## src/rtl/socket_source_if.sv

```systemverilog
// Word-side handshake and socket write-side bus of socket_source.
// master: the socket_source block; slave: producer + downstream socket.
interface socket_source_if #(
    parameter int unsigned DATA_WITH = 8,
    parameter int unsigned NB_BYTES  = 4
);
    logic [NB_BYTES*DATA_WITH-1:0] i_word;
    logic                          i_valid;
    logic                          o_ready;
    logic                          i_full;
    logic                          o_wr_en;
    logic [DATA_WITH-1:0]          o_data;
    logic                          o_busy;

    modport master (
        input  i_word, i_valid, i_full,
        output o_ready, o_wr_en, o_data, o_busy
    );

    modport slave (
        output i_word, i_valid, i_full,
        input  o_ready, o_wr_en, o_data, o_busy
    );
endinterface

```

## src/rtl/socket_source.sv

```systemverilog
// socket_source: accepts one NB_BYTES-wide word over valid/ready and writes
// it LSB-byte-first into a socket FIFO, honouring the FIFO full flag.
// Optional feature macro: SOCKET_SOURCE_CKSUM_EN appends one XOR checksum
// byte after every word.
module socket_source #(
    parameter int unsigned DATA_WITH = 8,
    parameter int unsigned NB_BYTES  = 4
) (
    input  logic           i_clk,
    input  logic           i_rst,
    socket_source_if.master bus
);
    localparam int unsigned WORD_W = NB_BYTES * DATA_WITH;
    localparam int unsigned CNT_W  = $clog2(NB_BYTES);

    typedef enum logic [1:0] {
        IDLE  = 2'd0,
        SEND  = 2'd1
`ifdef SOCKET_SOURCE_CKSUM_EN
        ,
        CKSUM = 2'd2
`endif
    } state_t;

    state_t              state;
    state_t              state_nxt;
    logic [WORD_W-1:0]   shreg;
    logic [CNT_W-1:0]    cnt;
`ifdef SOCKET_SOURCE_CKSUM_EN
    logic [DATA_WITH-1:0] cksum;
`endif

    logic wr_en_c;
    logic last_byte_c;
    logic final_xfer_c;
    logic ready_c;
    logic accept_c;

    // State register
    always_ff @(posedge i_clk or negedge i_rst) begin
        if (!i_rst) begin
            state <= IDLE;
        end else begin
            state <= state_nxt;
        end
    end

    // Next-state logic
    always_comb begin
        state_nxt = state;
        unique case (state)
            IDLE: begin
                if (accept_c) state_nxt = SEND;
            end
            SEND: begin
                if (wr_en_c && last_byte_c) begin
`ifdef SOCKET_SOURCE_CKSUM_EN
                    state_nxt = CKSUM;
`else
                    state_nxt = accept_c ? SEND : IDLE;
`endif
                end
            end
`ifdef SOCKET_SOURCE_CKSUM_EN
            CKSUM: begin
                if (wr_en_c) state_nxt = accept_c ? SEND : IDLE;
            end
`endif
            default: state_nxt = IDLE;
        endcase
    end

    // Handshake, write strobe and output byte; a word's final transfer frees the slot
    always_comb begin
        last_byte_c  = (cnt == CNT_W'(NB_BYTES - 1));
`ifdef SOCKET_SOURCE_CKSUM_EN
        wr_en_c      = ((state == SEND) || (state == CKSUM)) && !bus.i_full && i_rst;
        final_xfer_c = wr_en_c && (state == CKSUM);
        bus.o_data   = (state == CKSUM) ? cksum : shreg[DATA_WITH-1:0];
`else
        wr_en_c      = (state == SEND) && !bus.i_full && i_rst;
        final_xfer_c = wr_en_c && (state == SEND) && last_byte_c;
        bus.o_data   = shreg[DATA_WITH-1:0];
`endif
        ready_c      = i_rst && ((state == IDLE) || final_xfer_c);
        accept_c     = bus.i_valid && ready_c;
        bus.o_wr_en  = wr_en_c;
        bus.o_ready  = ready_c;
        bus.o_busy   = (state != IDLE);
    end

    // Shift register, byte counter and running checksum
    always_ff @(posedge i_clk or negedge i_rst) begin
        if (!i_rst) begin
            shreg <= '0;
            cnt   <= '0;
`ifdef SOCKET_SOURCE_CKSUM_EN
            cksum <= '0;
`endif
        end else if (accept_c) begin
            shreg <= bus.i_word;
            cnt   <= '0;
`ifdef SOCKET_SOURCE_CKSUM_EN
            cksum <= '0;
`endif
        end else if (wr_en_c && (state == SEND)) begin
            shreg <= {DATA_WITH'(0), shreg[WORD_W-1:DATA_WITH]};
            cnt   <= CNT_W'(cnt + CNT_W'(1));
`ifdef SOCKET_SOURCE_CKSUM_EN
            cksum <= cksum ^ shreg[DATA_WITH-1:0];
`endif
        end
    end
endmodule

```

## src/flat_wrapper.sv

```systemverilog
// flat-port wrapper written by rule: the top's interface ports become plain ports
module socket_source_flat 
#(
    parameter int unsigned DATA_WITH = 8,
    parameter int unsigned NB_BYTES  = 4
)
  (i_clk, i_rst, bus_i_word, bus_i_valid, bus_i_full, bus_o_ready, bus_o_wr_en, bus_o_data, bus_o_busy);
  socket_source_if #(.DATA_WITH(DATA_WITH), .NB_BYTES(NB_BYTES)) bus_i ();
  input  logic i_clk;
  input  logic i_rst;
  input wire logic [$bits(bus_i.i_word)-1:0] bus_i_word;
  input wire logic [$bits(bus_i.i_valid)-1:0] bus_i_valid;
  input wire logic [$bits(bus_i.i_full)-1:0] bus_i_full;
  output wire logic [$bits(bus_i.o_ready)-1:0] bus_o_ready;
  output wire logic [$bits(bus_i.o_wr_en)-1:0] bus_o_wr_en;
  output wire logic [$bits(bus_i.o_data)-1:0] bus_o_data;
  output wire logic [$bits(bus_i.o_busy)-1:0] bus_o_busy;
  assign bus_i.i_word = bus_i_word;
  assign bus_i.i_valid = bus_i_valid;
  assign bus_i.i_full = bus_i_full;
  assign bus_o_ready = bus_i.o_ready;
  assign bus_o_wr_en = bus_i.o_wr_en;
  assign bus_o_data = bus_i.o_data;
  assign bus_o_busy = bus_i.o_busy;
  socket_source #(.DATA_WITH(DATA_WITH), .NB_BYTES(NB_BYTES)) u_core (.i_clk(i_clk), .i_rst(i_rst), .bus(bus_i));
endmodule
```

## config.mk

```make
export PLATFORM = sky130hd
export DESIGN_NAME = socket_source_flat
export DESIGN_NICKNAME = d
export VERILOG_FILES = /design/src/rtl/socket_source_if.sv /design/src/rtl/socket_source.sv /design/src/flat_wrapper.sv
export SDC_FILE = /design/constraint.sdc
export NUM_CORES = 1
export LEC_CHECK = 0
export BUFFER_PORTS_ARGS = -buffer_cell sky130_fd_sc_hd__buf_2
export CORE_AREA = 2 2 63 65
export DETAILED_ROUTE_END_ITERATION = 10
export DIE_AREA = 0 0 65 67
export GPL_TIMING_DRIVEN = 0
export HOLD_SLACK_MARGIN = 0.06
export PLACE_DENSITY_LB_ADDON = 0.08
export SLEW_MARGIN = 10
export SYNTH_ARGS = -nofsm -noshare
export SYNTH_HDL_FRONTEND = slang
export SYNTH_SLANG_ARGS = --single-unit
```

## constraint.sdc

```tcl
create_clock -name i_clk -period 1.9 [get_ports i_clk]
set_clock_uncertainty 0.2 [all_clocks]
set_input_delay 0.095 -clock i_clk [delete_from_list [all_inputs] [get_ports i_clk]]
set_output_delay 0.095 -clock i_clk [all_outputs]
set_load 0.01 [all_outputs]
```

==> results.md <==
- Input/output buffers: 46
- Mapped cell area: 1830 µm²
- Post-synthesis sequential area ratio: 0.478
- Antenna cell count: 0
- Slew HR: 0.819
- Combinational share of power: 0.401
- Clock Path Buffers: 2
- Share of layout cells above drive strength 1: 0.535
- Vias in the first global route: 1379
- Most frequent cells in the layout: buf_2, dfrtp_1, dlygate4sd3_1, mux2_2, mux2_4
- Seq cells post-synth: 35
- Detailed-route via count: 1297
- Clock Pin Slew Worst Setup and Hold Paths: 70 ps
- Synth warnings: 0
- Final setup vio count: 0
- GRT busiest layer: met2
- Area contributors post-synth: dfrtp_1, mux2_2, mux2_4
- Die height: 67 µm
- Max Clk Rate: 547 MHz
- Synth cell types: 17
- Cell count after synthesis: 135
- Iteration-0 DRC Markers: 21
- Final #Nets: 262
- Grt met3 use: 0.0490
- CP Class: reg -> reg
- Crit Path Max Fanout: 10
- DRC: 0
- Pin count of the biggest net entering global routing: 36
- Sw frac: 0.283
- Final Hold Vio Count: 0
- RePlAce Congestion: 0.777
- Post-Syn Area per Cell: 13.6 µm²
- Leak: 1.36 nW
- H-tree levels: 2
- Initial antenna violation count: 0
- Met1 GRT Util: 0.217
- Worst skew pair latency: 290 ps
- Largest area contributor in the synthesized netlist: dfrtp_1
- Die area: 4360 µm²
- Final ANT Viol Nets: 0
- DP Area: 2120 µm²
- CP endpoint kind: register
- Yosys top cell area share: 0.478
- Total power: 0.00291 W
- Switching power: 0.000824 W
- Num CTS Buffers: 5
- Final WL: 3690 µm
- Hold Slack: 106 ps
- Outcome: finished clean
- Core Rows: 22
- Most common cell after layout, fill and taps aside: buf_2
- WL/cell: 13.4 µm
- Maxcap violations: 0
- Slew @ Worst Pin: 272 ps
- Clock sink count: 35
- Max-slew violation count: 0
- Die width: 65 µm
- Clock power share: 0.176
- Seq pwr share: 0.422
- Syn Nets: 172
- Initial Util: 0.508
- Period utilization: 0.962
- Req. time, crit path: 1870 ps
- Min-Delay Path Class: in -> reg
- Final instance area: 2600 µm²
- I/O pin count: 47
- CTS tree: built
- Max VDD drop: 0.755 mV
- Root buf cell: clkbuf_8
- Drt pass-1 iters: 4
- Minimum clock period: 1830 ps
- Worst EP arrival: 1800 ps
- Total power per unit cell area: 1120 nW/µm²
- DPL Wire Length: 2440 µm
- Core box area: 3610 µm²
- Tot GR Track Use: 0.189
- First-pass GRT wire length: 6180 µm
- Vias per cell: 4.73
- Area grow syn2layout: 41.8%
- Internal Pwr Total: 0.00209 W
- Grt ovf: 0
- Critical Path Source Type: register
- GR met2 Demand/Resource: 0.348
==> metrics by stage <==
stage	cells	util	setup TNS, ps	setup slack, ps
after floorplan	135	-	0	194
after global placement	229	0.588	-10110	-372
after detailed placement	229	0.588	-12360	-442
after CTS	271	0.713	0	19.9
after global routing	274	0.720	-23.2	-10.8
final	274	0.720	0	72.7
==> per-layer routing <==
metal  up-vias  share of wire  wire [µm]
met2        34           0.51       1880
met1       627           0.44       1620
li1        634              -          -
met3         2          0.043        159
met4         0         0.0071         26
met5         -              0          0
==> Yosys cell counts <==
library cell and n:
a21oi_1 1, a21oi_2 1, buf_2 2, buf_4 10
buf_6 2, dfrtp_1 35, ha_1 1, inv_1 10
mux2_2 30, mux2_4 18, mux2i_1 9, nand2_1 10
nand2b_1 1, nand3b_4 1, nor2_1 2, o21ai_0 1
xor2_1 1
==> cell type report <==
class	instances	area, µm²
repair buffers	84	616
clock inverters	3	15.0
flip-flops and latches	35	876
well taps	48	60.1
plain buffers	13	106
inverters	10	37.5
multi-input cells	76	817
fillers	263	1010
clock buffers	5	68.8
==> timing repair <==
| action | in CTS | in global routing |
|---|---|---|
| pin swaps | 0 | 1 |
| endpoints found under the setup margin | 29 | 20 |
| endpoints found under the hold margin | 68 | 0 |
| gates resized for setup | 2 | 1 |
| setup buffers | 0 | 3 |
| hold buffers | 35 | 0 |
==> worst max-delay path: stages (launching register included) <==
cell and delay, ps:
dfrtp_1 370, ha_1 150, nand2b_1 120, a21oi_4 270
buf_4 250, mux2_2 350
==> sequential cells by signal, indices dropped and copies added, names as in the netlist <==
name,count
u_core.cnt,2
u_core.shreg,32
u_core.state,1
==> power by group through the flow <==
stage | Combinational (W) | Sequential [W] | Clock [W]
floorplan | 0.000886 | 0.00118 | 0
global placement | 0.00106 | 0.00122 | 0
detailed placement | 0.00111 | 0.00125 | 0
CTS | 0.00117 | 0.00123 | 0.000528
global route | 0.00128 | 0.00127 | 0.000558
finish | 0.00117 | 0.00123 | 0.000514
==> final timing paths <==
kind	startpoint	end	slack (ps)	cells past startpoint
max reg2reg	u_core.cnt[0]	u_core.shreg[15]	70	5
min in group asynchronous	i_rst	u_core.shreg[2]	160	3
max in group asynchronous	i_rst	u_core.shreg[22]	1160	3
max	u_core.cnt[0]	u_core.shreg[15]	70	5
min	bus_i_full	u_core.state[0]	110	4
min reg2reg	u_core.shreg[30]	u_core.shreg[30]	330	2
==> kinds of logic after synthesis <==
kind of cell	synth area share
DFF	0.478
buffers and inverters	0.0793
xor gates and xnor gates	0.00479
adders and majority gates	0.00683
muxes	0.381
AOI/OAI and AO/OA	0.0102
and+or+nand+nor	0.0390
Note: power is estimated with default switching activity, not from simulation.
